`config.mk`:
```
export PLATFORM = sky130hd
export DESIGN_NAME = serie_parallel_tx_flat
export DESIGN_NICKNAME = d
export VERILOG_FILES = /design/src/rtl/serie_pkg.sv /design/src/rtl/serie_parallel_tx_if.sv /design/src/rtl/serie_bit_counter.sv /design/src/rtl/serie_parallel_tx.sv /design/src/flat_wrapper.sv
export SDC_FILE = /design/constraint.sdc
export NUM_CORES = 1
export LEC_CHECK = 0
export ABC_AREA = 1
export BUFFER_PORTS_ARGS = -buffer_cell sky130_fd_sc_hd__buf_2
export CORE_AREA = 2 2 39 41
export CTS_CLUSTER_DIAMETER = 30
export DETAILED_ROUTE_END_ITERATION = 10
export DIE_AREA = 0 0 41 43
export PLACE_DENSITY = 0.76
export SLEW_MARGIN = 20
export SYNTH_ARGS = -nofsm -noshare
export SYNTH_HDL_FRONTEND = slang
export SYNTH_SLANG_ARGS = --single-unit
```
`constraint.sdc`:
```
create_clock -name Clk -period 3.8 [get_ports Clk]
set_input_delay 0.38 -clock Clk [delete_from_list [all_inputs] [get_ports Clk]]
set_output_delay 0.38 -clock Clk [all_outputs]
set_load 0.02 [all_outputs]
```
`src/rtl/serie_pkg.sv`:
```
// Shared types and constants for the serie_parallel_tx slice.
//   serie_state_t  : transmitter FSM states (IDLE, SHIFT, PARITY, GAP_ST)
//   DIR_MSB_FIRST  : LeRi value selecting left shift, MSB out first
//   DIR_LSB_FIRST  : LeRi value selecting right shift, LSB out first
//   cnt_width()    : counter width able to hold 0..n, never below 1 bit
package serie_pkg;

  typedef enum logic [1:0] {
    IDLE   = 2'd0,
    SHIFT  = 2'd1,
    PARITY = 2'd2,
    GAP_ST = 2'd3
  } serie_state_t;

  localparam logic DIR_MSB_FIRST = 1'b1;
  localparam logic DIR_LSB_FIRST = 1'b0;

  // $clog2(n+1) bits hold 0..n; a zero-width counter (n == 0) is widened to 1.
  function automatic int cnt_width(input int n);
    return ($clog2(n + 1) < 1) ? 1 : $clog2(n + 1);
  endfunction

endpackage

```
`src/rtl/serie_parallel_tx_if.sv`:
```
// Bus of the parallel-in / serial-out transmitter.
//   Ena, LeRi             : bit strobe and shift direction
//   Load_Data/Valid/Ready : word load handshake
//   Data_Out, Frame_Out   : serial bit and its frame qualifier
//   Done                  : one-cycle end-of-frame pulse
//   Dbg_State             : current FSM state, for observation only
// Handshake: a word transfers on a Clk rising edge where Load_Valid and
// Load_Ready are both high. Load_Valid while Load_Ready is low is ignored
// and nothing is queued; the producer keeps Load_Data stable while it waits.
// Modports: master = word/strobe producer, slave = transmitter.
interface serie_parallel_tx_if
  import serie_pkg::*;
#(
  parameter int WIDTH = 4
) ();

  logic             Ena;
  logic             LeRi;
  logic [WIDTH-1:0] Load_Data;
  logic             Load_Valid;
  logic             Load_Ready;
  logic             Data_Out;
  logic             Frame_Out;
  logic             Done;
  serie_state_t     Dbg_State;

  modport master (
    output Ena, LeRi, Load_Data, Load_Valid,
    input  Load_Ready, Data_Out, Frame_Out, Done, Dbg_State
  );

  modport slave (
    input  Ena, LeRi, Load_Data, Load_Valid,
    output Load_Ready, Data_Out, Frame_Out, Done, Dbg_State
  );

endinterface

```
`src/rtl/serie_bit_counter.sv`:
```
// Loadable up-counter with enable and terminal-count flag.
//   Clk, Rst  : clock, asynchronous active-low reset (count -> 0)
//   load      : synchronous load of load_val (has priority over en)
//   load_val  : value loaded
//   en        : count up by one
//   count     : current value
//   tc        : count equals TC_VAL
module serie_bit_counter #(
  parameter int W      = 2,
  parameter int TC_VAL = 0
) (
  input  logic         Clk,
  input  logic         Rst,
  input  logic         load,
  input  logic [W-1:0] load_val,
  input  logic         en,
  output logic [W-1:0] count,
  output logic         tc
);

  always_ff @(posedge Clk or negedge Rst) begin
    if (!Rst) begin
      count <= '0;
    end else if (load) begin
      count <= load_val;
    end else if (en) begin
      count <= count + W'(1);
    end
  end

  assign tc = (count == W'(TC_VAL));

endmodule

```
`src/rtl/serie_parallel_tx.sv`:
```
// Parallel-in, serial-out transmitter. Takes a WIDTH-bit word on the load
// handshake and shifts it out one bit per Ena strobe, MSB-first (LeRi=1) or
// LSB-first (LeRi=0); the direction is latched with the word. GAP idle Ena
// strobes follow every frame.
//   Clk, Rst : clock (rising edge), asynchronous active-low reset
//   bus      : serie_parallel_tx_if slave (Ena, LeRi, load handshake,
//              Data_Out, Frame_Out, Done, Dbg_State)
// Build option: define SERIE_TX_PARITY_EN to append one even-parity bit to
// every frame (frame = WIDTH+1 strobes, Done at the end of the parity bit).
// All outputs come from registers; none depends combinationally on inputs.
module serie_parallel_tx
  import serie_pkg::*;
#(
  parameter int WIDTH = 4,
  parameter int GAP   = 1
) (
  input logic                Clk,
  input logic                Rst,
  serie_parallel_tx_if.slave bus
);

  localparam int BW = cnt_width(WIDTH);
  localparam int GW = cnt_width(GAP);

  serie_state_t     state_q, state_d;
  logic [WIDTH-1:0] sreg_q;
  logic             dir_q;
  logic             done_q, done_d;
  logic             accept, last_edge;
  logic             bit_clr, bit_inc, bit_tc;
  logic             gap_clr, gap_inc, gap_tc;
  logic [BW-1:0]    bit_cnt;
  logic [GW-1:0]    gap_cnt;
  logic             tail_bit;

  assign accept = (state_q == IDLE) && bus.Load_Valid;

  serie_bit_counter #(.W(BW), .TC_VAL(WIDTH - 1)) u_bit_cnt (
    .Clk(Clk), .Rst(Rst), .load(bit_clr), .load_val('0),
    .en(bit_inc), .count(bit_cnt), .tc(bit_tc)
  );

  // With GAP == 0 the gap state is never entered; TC_VAL only has to be legal.
  serie_bit_counter #(.W(GW), .TC_VAL((GAP > 0) ? GAP - 1 : 0)) u_gap_cnt (
    .Clk(Clk), .Rst(Rst), .load(gap_clr), .load_val('0),
    .en(gap_inc), .count(gap_cnt), .tc(gap_tc)
  );

  always_ff @(posedge Clk or negedge Rst) begin
    if (!Rst) begin
      state_q <= IDLE;
    end else begin
      state_q <= state_d;
    end
  end

  always_comb begin
    state_d   = state_q;
    bit_clr   = 1'b0;
    bit_inc   = 1'b0;
    gap_clr   = 1'b0;
    gap_inc   = 1'b0;
    last_edge = 1'b0;
    done_d    = 1'b0;
    case (state_q)
      IDLE: begin
        if (bus.Load_Valid) begin
          bit_clr = 1'b1;
          state_d = SHIFT;
        end
      end
      SHIFT: begin
        if (bus.Ena) begin
          bit_inc = 1'b1;
          if (bit_tc) begin
`ifdef SERIE_TX_PARITY_EN
            state_d = PARITY;
`else
            last_edge = 1'b1;
`endif
          end
        end
      end
      PARITY: begin
`ifdef SERIE_TX_PARITY_EN
        if (bus.Ena) begin
          last_edge = 1'b1;
        end
`else
        state_d = IDLE;
`endif
      end
      GAP_ST: begin
        if (bus.Ena) begin
          gap_inc = 1'b1;
          if (gap_tc) begin
            state_d = IDLE;
          end
        end
      end
      default: state_d = IDLE;
    endcase
    // Common end-of-frame step, from the last data bit or the parity bit.
    if (last_edge) begin
      done_d = 1'b1;
      if (GAP > 0) begin
        gap_clr = 1'b1;
        state_d = GAP_ST;
      end else begin
        state_d = IDLE;
      end
    end
  end

  always_ff @(posedge Clk or negedge Rst) begin
    if (!Rst) begin
      sreg_q <= '0;
      dir_q  <= DIR_LSB_FIRST;
      done_q <= 1'b0;
    end else begin
      done_q <= done_d;
      if (accept) begin
        sreg_q <= bus.Load_Data;
        dir_q  <= bus.LeRi;
      end else if ((state_q == SHIFT) && bus.Ena) begin
        sreg_q <= (dir_q == DIR_MSB_FIRST) ? (sreg_q << 1) : (sreg_q >> 1);
      end
    end
  end

`ifdef SERIE_TX_PARITY_EN
  // Parity is taken from the word at capture, since the shifter empties out.
  logic par_q;
  always_ff @(posedge Clk or negedge Rst) begin
    if (!Rst) begin
      par_q <= 1'b0;
    end else if (accept) begin
      par_q <= ^bus.Load_Data;
    end
  end
  assign tail_bit = (state_q == PARITY) ? par_q : 1'b0;
`else
  assign tail_bit = 1'b0;
`endif

  assign bus.Load_Ready = (state_q == IDLE);
  assign bus.Frame_Out  = (state_q == SHIFT) || (state_q == PARITY);
  assign bus.Data_Out   = (state_q == SHIFT)
                          ? ((dir_q == DIR_MSB_FIRST) ? sreg_q[WIDTH-1] : sreg_q[0])
                          : tail_bit;
  assign bus.Done       = done_q;
  assign bus.Dbg_State  = state_q;

endmodule

```
`src/flat_wrapper.sv`:
```
// flat-port wrapper written by rule: the top's interface ports become plain ports
module serie_parallel_tx_flat import serie_pkg::*;
#(
  parameter int WIDTH = 4,
  parameter int GAP   = 1
)
  (Clk, Rst, bus_Ena, bus_LeRi, bus_Load_Data, bus_Load_Valid, bus_Load_Ready, bus_Data_Out, bus_Frame_Out, bus_Done, bus_Dbg_State);
  serie_parallel_tx_if #(.WIDTH(WIDTH)) bus_i ();
  input logic Clk;
  input logic Rst;
  input wire logic [$bits(bus_i.Ena)-1:0] bus_Ena;
  input wire logic [$bits(bus_i.LeRi)-1:0] bus_LeRi;
  input wire logic [$bits(bus_i.Load_Data)-1:0] bus_Load_Data;
  input wire logic [$bits(bus_i.Load_Valid)-1:0] bus_Load_Valid;
  output wire logic [$bits(bus_i.Load_Ready)-1:0] bus_Load_Ready;
  output wire logic [$bits(bus_i.Data_Out)-1:0] bus_Data_Out;
  output wire logic [$bits(bus_i.Frame_Out)-1:0] bus_Frame_Out;
  output wire logic [$bits(bus_i.Done)-1:0] bus_Done;
  output wire logic [$bits(bus_i.Dbg_State)-1:0] bus_Dbg_State;
  assign bus_i.Ena = bus_Ena;
  assign bus_i.LeRi = bus_LeRi;
  assign bus_i.Load_Data = bus_Load_Data;
  assign bus_i.Load_Valid = bus_Load_Valid;
  assign bus_Load_Ready = bus_i.Load_Ready;
  assign bus_Data_Out = bus_i.Data_Out;
  assign bus_Frame_Out = bus_i.Frame_Out;
  assign bus_Done = bus_i.Done;
  assign bus_Dbg_State = bus_i.Dbg_State;
  serie_parallel_tx #(.WIDTH(WIDTH), .GAP(GAP)) u_core (.Clk(Clk), .Rst(Rst), .bus(bus_i));
endmodule
```
**Yosys cells after proc, flatten, opt, wreduce, memory -nomap -nowiden**

Index checks and enable logic that the tools add are counted.

- Bits in registers: 12
- Input bits: 9
- Output and inout bits: 6
- Word-level logic and storage cells: 47

- Add/sub/neg operators: 2
- Equal/unequal tests: 7
- Multiplexer cells: 23
- Reduce and logical (&&, ||, !) cells: 9

Operators with widths:

| kind | count |
|---|---|
| $mux W1 | 13 |
| $mux W4 | 3 |
| $ne A3 B2 Y1 const B | 3 |
| $mux W2 | 4 |
| $mux W3 | 2 |
| $pmux W2 S3 | 1 |
| $reduce_bool A2 Y1 | 3 |
| $eq A2 B2 Y1 const B | 2 |
| $reduce_and A4 Y1 | 1 |
| $reduce_bool A4 Y1 | 1 |
| $add A3 B1 Y3 const B | 1 |
| $eq A3 B2 Y1 const B | 1 |
| $eq A2 B1 Y1 const B | 1 |
| $logic_and A1 B1 Y1 | 2 |
| $logic_not A2 Y1 | 1 |
| $add A1 B1 Y1 const B | 1 |
| $logic_or A1 B1 Y1 | 1 |

**Longest topological paths before layout**

Gate-level depths: netlist (run 1).

- Depth after elaboration: 6
- Gate-level depth with buffers: 8
- Mapped depth without buffers: 8

**Hierarchy**

A second synthesis (run 1) with hierarchy kept.

- Cells, all modules: 96
- Area total of the unflattened synthesis: 742.0 um^2

By module, submodules not included:

| module | instances | cells each | area each (um^2) | sequential area each (um^2) |
|---|---|---|---|---|
| serie_parallel_tx | 1 | 66 | 509.2 | 200.2 |
| serie_bit_counter (u_core.u_bit_cnt) | 1 | 20 | 171.4 | 75.1 |
| serie_bit_counter (u_core.u_gap_cnt) | 1 | 10 | 61.3 | 25.0 |

**Worst setup path after synthesis (run 1)**

OpenSTA, ideal clock, no wires.

- Path kind: register to register
- Start point: register u_core.state_q[0], in the netlist u_core.bus.Dbg_State[0]
- End point: register u_core.sreg_q[2]
- Setup time: 117 ps
- Data arrival time: 1388 ps
- Required time: 3683 ps
- Path slack: 2295 ps
- Stages on the path, launching flop included: 7
- Buffers on the path: 0
- Clock period less this slack: 1505 ps
- Path through: dfrtp_1 -> inv_1 -> ha_1 -> nand2_4 -> or2_0 -> nand3_1 -> nand2_1

- Cells in the longest elaborated chain, start to end: 3
- Elaborated cells on any way between the ends: 6
- Classes of those cells: 1 x eq/ne; 1 x mux; 4 x reduce/logical

Ends and longest elaborated chain:

| element | RTL line | text |
|---|---|---|
| start: declaration | serie_parallel_tx.sv:25 | `serie_state_t state_q, state_d;` |
| start signal: assignment | serie_parallel_tx.sv:53 | `state_q <= state_d;` |
| $logic_not A2 Y1 * | n/a |  |
| net bus_Load_Ready | flat_wrapper.sv:15 | `output wire logic [$bits(bus_i.Load_Ready)-1:0] bus_Load_Ready;` |
| $logic_and A1 B1 Y1 * | serie_parallel_tx.sv:36 | `assign accept = (state_q == IDLE) && bus.Load_Valid;` |
| $mux W4 or $reduce_bool A2 Y1 (tied branches) | n/a |  |
| end signal: assignment | serie_parallel_tx.sv:123 | `sreg_q <= bus.Load_Data;` |
| end signal: assignment | serie_parallel_tx.sv:126 | `sreg_q <= (dir_q == DIR_MSB_FIRST) ? (sreg_q << 1) : (sreg_q >> 1);` |
| end: declaration | serie_parallel_tx.sv:26 | `logic [WIDTH-1:0] sreg_q;` |

Mark *: on every way through the listed nets, which the timed path passes. The rest lies on a longest branch.
A chain may end at the register's enable or synchronous reset.

**Worst setup path after layout (run 1)**

- Start point: register u_core.state_q[1], in the netlist u_core.bus.Dbg_State[1]
- End point: output port bus_Data_Out

- Cells in the longest elaborated chain, start to end: 2

Ends and longest elaborated chain:

| element | RTL line | text |
|---|---|---|
| $eq A2 B1 Y1 | serie_parallel_tx.sv:148 | `assign bus.Data_Out = (state_q == SHIFT)` |
| $mux W1 | serie_parallel_tx.sv:149 | `? ((dir_q == DIR_MSB_FIRST) ? sreg_q[WIDTH-1] : sreg_q[0])` |
| end: declaration | flat_wrapper.sv:16 | `output wire logic [$bits(bus_i.Data_Out)-1:0] bus_Data_Out;` |

Every way passes these cells.

==> run summary, run 1 <==
RSZ-0062 raised after global routing: no
Power density normalized to cell area: 806 nW/µm²
Worst reg2reg startpoint: u_core.bus.Dbg_State[0]$_DFFE_PN0P_
Library cells used by synthesis: 17
Clock buffer count from CTS: 3
Cell depth of the worst flop-to-flop path: 6
Capturing point of the worst reg2reg path: u_core.sreg_q[2]$_DFFE_PN0P_
Total vias in the final route: 593
Final Hold Fails: 0
Initial standard-cell utilization of the core: 49.2%
Uppermost layer routed: met4
Synthesized netlist net count: 99
CTS clk-pin slew, worst paths: 0.08 ns
Overall routed net length: 1.33 mm
Endpoint, Worst Hold: u_core.sreg_q[3]$_DFFE_PN0P_
Number of maximum-capacitance constraint violations: 0
Final design area excluding fillers: 817 µm²
Fraction of layout cells with a size suffix above 1: 24.3%
Vias per cell: 4.98
Commonest non-fill, non-tap cell in the layout: sky130_fd_sc_hd__nand2_1
Highest ir drop seen on vdd: 0.000384 V
Antenna Diode Count: 0
CP cell instances: inv_1 > ha_1 > o21ai_0 > nor2_1 > buf_2
Number of setup buffers added after CTS: 0
Final critical path time including I/O delays and setup: 1.70 ns
Synthesis-stage register bit count: 12
Wire length on met3: 70 µm
Final cycle utilization of the critical path: 44.7%
Number of global-route vias before repair: 521
Routed metal-1 wire length: 593 µm
Kind of end point of the critical path: primary output
Die X-Extent: 41 µm
Global placement routability congestion: 0.804
Post-detailed-route count of antenna-violating nets: 0
Final-report setup violation count: 0
Outcome: completed
Number of antenna violations at the first check in global routing: 0
Clock Tree Root: sky130_fd_sc_hd__clkbuf_4
Number of buffers and inverters on the critical path: 2
Worst Min Path Start: bus_Load_Data[3]
Core Footprint: 1380 µm²
Die ar.: 1760 µm²
Number of remaining DRC errors: 0
Number of iterations in the first detailed-routing pass: 4
# fillers: 144
Num ports: 15
Final global-route overflow total: 0
Max Clock Skew: 0.000907 ns
Maximum single-stage delay on the critical path: 0.42 ns
Clock latency at the later pin of the worst-skew pair: 0.28 ns
Number of instances in the synthesized netlist: 84
Maximum frequency from static timing analysis: 589 MHz
Share of the yosys chip area belonging to registers: 44.1%
Top Family by Delay on Critical Path: flip-flops
Largest net degree at the start of global routing: 13
Commonest cells after routing, fill and taps aside: 23 x sky130_fd_sc_hd__nand2_1, 14 x sky130_fd_sc_hd__buf_2, 13 x sky130_fd_sc_hd__inv_1, 12 x sky130_fd_sc_hd__dfrtp_1
Actual transition at the worst max-transition pin: 0.278 ns
Placed Instance Area: 771 µm²
Area of the mapped netlist: 681 µm²
Post-Synthesis Mean Instance Area: 8.10 µm²
Layout net count: 119
Met2 Wirelength: 624 µm
Setup_tns: 0 ns
Startpoint types: flip-flop
Class of the tightest hold or removal check: input port to flip-flop
Crit path DAT: 1.32 ns
Drt first-iter violations: 16
Reported leakage power: 0.474 nW
Synthesis warning total: 0
Level count of the clock H-tree: 1
Count of buffers inserted at the top-level ports: 14
Required arrival time at the worst endpoint: 3.42 ns
Slowest cell on crit path: sky130_fd_sc_hd__dfrtp_1
Final cell count without fillers: 119
All-Layer GR Usage: 19.3%
Category of the most critical setup path: flip-flop to primary output
R2r setup slk: 2.42 ns
Number of pins exceeding their max-slew limit in the final report: 0
Drt wl/cell: 11.2 µm
Placement row count: 14
Largest buffer count on any clock path: 2
CTS tree: done
Tightest slew margin relative to the limit: 81.5%
DP HPWL: 1.00 mm
Largest fanout of any net on the critical path: 5
Die extent in y: 43 µm
Number of clock sinks seen by CTS: 12
Number of instances in the placed design: 114
Wire length of the first global-routing pass: 2.19 mm
Synth-to-layout area growth: 20.0%
Worst hold path stage count: 3
[worst register-to-register path, stage by stage, from the launching register on]
cell,delay [ns]
sky130_fd_sc_hd__dfrtp_1,0.44
sky130_fd_sc_hd__inv_1,0.10
sky130_fd_sc_hd__ha_1,0.25
sky130_fd_sc_hd__nand2_4,0.13
sky130_fd_sc_hd__or2_0,0.22
sky130_fd_sc_hd__nand3_1,0.08
sky130_fd_sc_hd__nand2_1,0.05
[cell families (layout without fill, tap and decap cells)]
group           count (synthesis)  in the layout  share of synthesized area (%)
buf+inv                        16             35                           8.82
simple gates                   39             39                           26.7
compound gates                 10             10                           8.09
fa+ha+maj                       6              6                           11.0
flops                          12             12                           44.1
xor+xnor                        1              1                           1.29
[power by group]
part           internal, mW  leakage (nW)  switching, mW
combinational         0.117         0.299          0.211
clock                0.0584        0.0210         0.0474
sequential            0.182         0.153         0.0436
[worst max-delay path by stage]
stage,start,cells after the start,slack [ns],endpoint
after global routing,u_core.bus.Dbg_State[1]$_DFFE_PN0P_,5,1.96,bus_Data_Out
final,u_core.bus.Dbg_State[1]$_DFFE_PN0P_,5,2.10,bus_Data_Out
after CTS,u_core.bus.Dbg_State[1]$_DFFE_PN0P_,5,2.10,bus_Data_Out
after detailed placement,u_core.bus.Dbg_State[0]$_DFFE_PN0P_,6,2.41,u_core.sreg_q[2]$_DFFE_PN0P_
after floorplan,u_core.bus.Dbg_State[0]$_DFFE_PN0P_,6,2.29,u_core.sreg_q[2]$_DFFE_PN0P_
after global placement,u_core.bus.Dbg_State[1]$_DFFE_PN0P_,5,2.44,bus_Data_Out
[synth_stat cells]
master | instances | area share (%)
sky130_fd_sc_hd__inv_2 | 3 | 1.7
sky130_fd_sc_hd__inv_1 | 13 | 7.2
sky130_fd_sc_hd__xor2_1 | 1 | 1.3
sky130_fd_sc_hd__nand2_4 | 2 | 3.3
sky130_fd_sc_hd__nor2_1 | 3 | 1.7
sky130_fd_sc_hd__ha_1 | 6 | 11
sky130_fd_sc_hd__a21oi_1 | 1 | 0.73
sky130_fd_sc_hd__o21ai_0 | 6 | 4.4
sky130_fd_sc_hd__nand2_1 | 23 | 13
sky130_fd_sc_hd__nand2_2 | 2 | 1.8
sky130_fd_sc_hd__dfrtp_1 | 12 | 44
sky130_fd_sc_hd__o211ai_1 | 1 | 1.1
sky130_fd_sc_hd__or2_0 | 1 | 0.92
sky130_fd_sc_hd__nand4_1 | 2 | 1.8
sky130_fd_sc_hd__o21ai_1 | 1 | 0.73
sky130_fd_sc_hd__o31ai_1 | 1 | 1.1
sky130_fd_sc_hd__nand3_1 | 6 | 4.4
[cell type report]
type                       instances  area [µm²]  area share, %
multi-input combinational         56         320           39.2
clock buffer                       4        36.3           4.44
inverter                          16        60.1           7.35
sequential                        12         300           36.8
timing repair buffer              15        80.1           9.80
tap                               16        20.0           2.45
[metal layers]
metal	global-route usage [%]	vias up
met1	26.5	270
met5	0	-
met4	14.0	0
met3	4.71	5
met2	25.3	14
li1	-	304
[through the flow]
step / hold slack [ns] / util, % / power (mW) / setup slack (ns)
floorplan: 0.0844 / - / 0.469 / 2.29
global placement: 0.272 / 55.7 / 0.545 / 2.44
detailed placement: 0.273 / 55.7 / 0.557 / 2.41
CTS: 0.310 / 59.0 / 0.665 / 2.10
global route: 0.324 / 59.0 / 0.722 / 1.96
finish: 0.314 / 59.0 / 0.659 / 2.10
[registers in the layout, summed over array words and instances, names as in the netlist]
name                    flops
u_core.u_gap_cnt.count      1
u_core.sreg_q               4
u_core.bus.Dbg_State        2
u_core.dir_q                1
u_core.u_bit_cnt.count      3
u_core.bus.Done             1
[timing repair]
action,4_1_cts,5_1_grt
endpoints found under the setup margin,0,0
resized for setup,0,0
endpoints found under the hold margin,12,0
hold buffers,1,0
(Power assumes the default switching activity.)
==> run 2, diff against run 1 <==
Settings changed: CORE_AREA 2 2 39 41 to unset, CORE_UTILIZATION set to 46, DIE_AREA 0 0 41 43 to unset, PLACE_DENSITY 0.76 to 0.72.
Clock period 3.8 ns to 1.5 ns, I/O delays scaled along.
==> run summary, run 2 (synthesized netlist as in run 1, its figures left out) <==
Outcome: completed
Wire length of the first global-routing pass: 2.05 mm (-6.6%)
Maximum single-stage delay on the critical path: 0.42 ns (about the same)
Tightest slew margin relative to the limit: 82.4% (+0.92 points)
Final Hold Fails: 0 (unchanged)
Fraction of layout cells with a size suffix above 1: 27.2% (+2.9 points)
All-Layer GR Usage: 19.4% (+0.093 points)
Largest fanout of any net on the critical path: 4 (-1)
Worst hold path stage count: 3 (unchanged)
CP cell instances: inv_2 > ha_2 > o21ai_0 > nor2_1 > buf_4
Category of the most critical setup path: flip-flop to primary output
Die extent in y: 40.5 µm (-5.9%)
Required arrival time at the worst endpoint: 1.35 ns (-2.07 ns)
Setup_tns: 0 ns (unchanged)
Layout net count: 120 (+0.84%)
Final-report setup violation count: 0 (unchanged)
Endpoint, Worst Hold: u_core.sreg_q[3]$_DFFE_PN0P_
Kind of end point of the critical path: primary output
Post-detailed-route count of antenna-violating nets: 0 (unchanged)
Final cycle utilization of the critical path: 94.1%
Number of iterations in the first detailed-routing pass: 4 (unchanged)
Number of remaining DRC errors: 0 (unchanged)
Slowest cell on crit path: sky130_fd_sc_hd__dfrtp_1
Worst Min Path Start: bus_Load_Data[3]
Largest register FFs: 4 (unchanged)
Number of clock sinks seen by CTS: 12 (unchanged)
DP HPWL: 962 µm (-4.2%)
Highest ir drop seen on vdd: 0.00123 V (+220%)
Overall routed net length: 1.24 mm (-7.2%)
CTS tree: done
Clock Tree Root: sky130_fd_sc_hd__clkbuf_4
Actual transition at the worst max-transition pin: 0.264 ns (-0.0138 ns)
CTS clk-pin slew, worst paths: 0.07 ns (about the same)
Drt wl/cell: 10.5 µm (-6.4%)
Clock buffer count from CTS: 3 (unchanged)
Commonest cells after routing, fill and taps aside: 23 x sky130_fd_sc_hd__nand2_1, 13 x sky130_fd_sc_hd__buf_2, 12 x sky130_fd_sc_hd__inv_1, 12 x sky130_fd_sc_hd__dfrtp_1
Startpoint types: flip-flop
Cell depth of the worst flop-to-flop path: 6 (unchanged)
Placement row count: 13 (-1)
Initial standard-cell utilization of the core: 51.0% (+1.8 points)
Total vias in the final route: 560 (-5.6%)
Class of the tightest hold or removal check: input port to flip-flop
Global placement routability congestion: 0.852 (+5.9%)
Number of buffers and inverters on the critical path: 2 (unchanged)
Top Family by Delay on Critical Path: flip-flops
Level count of the clock H-tree: 1 (unchanged)
Synth-to-layout area growth: 20.0% (unchanged)
Crit path DAT: 1.26 ns (-0.06 ns)
Die ar.: 1640 µm² (-7.1%)
Die X-Extent: 40.5 µm (-1.3%)
Final critical path time including I/O delays and setup: 1.41 ns
Vias per cell: 4.75 (-4.8%)
Final global-route overflow total: 0 (unchanged)
Most flop-heavy register: u_core.sreg_q
Number of maximum-capacitance constraint violations: 0 (unchanged)
Antenna Diode Count: 0 (unchanged)
Number of pins exceeding their max-slew limit in the final report: 0 (unchanged)
Total power of the final layout: 1.62 mW (+150%)
Worst reg2reg startpoint: u_core.bus.Dbg_State[0]$_DFFE_PN0P_
Max Clock Skew: 0.00167 ns (+0.000762 ns)
Capturing point of the worst reg2reg path: u_core.sreg_q[2]$_DFFE_PN0P_
Reported leakage power: 0.470 nW (-0.75%)
Commonest non-fill, non-tap cell in the layout: sky130_fd_sc_hd__nand2_1
Core Footprint: 1330 µm² (-3.6%)
Clock latency at the later pin of the worst-skew pair: 0.26 ns (-0.02 ns)
Number of antenna violations at the first check in global routing: 0 (unchanged)
Number of global-route vias before repair: 514 (-1.3%)
Maximum frequency from static timing analysis: 708 MHz
Largest net degree at the start of global routing: 13 (unchanged)
# fillers: 118 (-18%)
Worst setup startpoint: u_core.bus.Dbg_State[1]$_DFFE_PN0P_
Power density normalized to cell area: 1980 nW/µm² (+150%)
Drt first-iter violations: 10 (-6)
Num ports: 15 (unchanged)
Largest buffer count on any clock path: 2 (unchanged)
Count of buffers inserted at the top-level ports: 14 (unchanged)
R2r setup slk: 0.18 ns (-2.24 ns)
==> run 2: cell count changes in the layout (fill, tap and decap cells not counted) <==
cell / previous run / this run
sky130_fd_sc_hd__ha_2: 0 / 2
sky130_fd_sc_hd__clkbuf_8: 1 / 0
sky130_fd_sc_hd__buf_2: 14 / 13
sky130_fd_sc_hd__buf_4: 0 / 2
sky130_fd_sc_hd__inv_1: 13 / 12
sky130_fd_sc_hd__ha_1: 6 / 4
sky130_fd_sc_hd__inv_2: 3 / 4
==> run 2: tightest hold or removal path: cells and delay by family <==
kind,cells,cell delay (ns)
AND/OR/NAND/NOR,2,0.10
buffers and inverters,1,0.07
==> run 2: cell type report <==
| class | count | area, µm² | area share, % |
|---|---|---|---|
| sequential | 12 | 300 | 36.8 |
| clock buffer | 3 | 22.5 | 2.76 |
| inverter | 16 | 60.1 | 7.35 |
| timing repair buffer | 16 | 90.1 | 11.0 |
| tap | 15 | 18.8 | 2.30 |
| multi-input combinational | 56 | 325 | 39.8 |
==> run 2: worst max-delay path by stage <==
stage | slack [ns] | endpoint | depth (start not counted)
6_report | 0.09 | bus_Data_Out | 5
5_1_grt | -0.004 | bus_Data_Out | 5
4_1_cts | 0.02 | bus_Data_Out | 5
3_5_place_dp | 0.19 | u_core.sreg_q[2]$_DFFE_PN0P_ | 6
3_3_place_gp | 0.25 | u_core.sreg_q[2]$_DFFE_PN0P_ | 6
2_1_floorplan | 0.09 | u_core.sreg_q[2]$_DFFE_PN0P_ | 6
==> run 2: what timing repair did <==
action / 4_1_cts / 5_1_grt
buffers inserted: 0 / 1
resized for setup: 0 / 3
hold buffers: 1 / 0
hold endpoints to repair: 12 / 0
endpoints found under the setup margin: 0 / 1
==> run 2: metrics by stage <==
stage / setup slack [ns] / hold WS [ns] / cells / util (%) / area (µm²)
2_1_floorplan: 0.0906 / -0.146 / 84 / - / 683
3_3_place_gp: 0.247 / 0.0376 / 113 / 57.9 / 772
3_5_place_dp: 0.193 / 0.0364 / 113 / 57.9 / 772
4_1_cts: 0.0172 / 0.0938 / 117 / 60.3 / 805
5_1_grt: -0.00376 / 0.109 / 118 / 61.3 / 817
6_report: 0.0884 / 0.0978 / 118 / 61.3 / 817
==> run 2: routing by layer <==
layer / GRT usage (%) / routed length [µm] / up-vias
li1: - / - / 305
met1: 27.7 / 688 / 245
met2: 27.4 / 503 / 8
met3: 3.33 / 39 / 2
met4: 10.0 / 6 / 0
met5: 0 / 0 / -
==> run 2: where the power goes <==
part           switching [mW]  internal (mW)  leakage (nW)
Clock                  0.0983         0.0927        0.0138
Sequential              0.108          0.461         0.153
Combinational           0.536          0.324         0.303
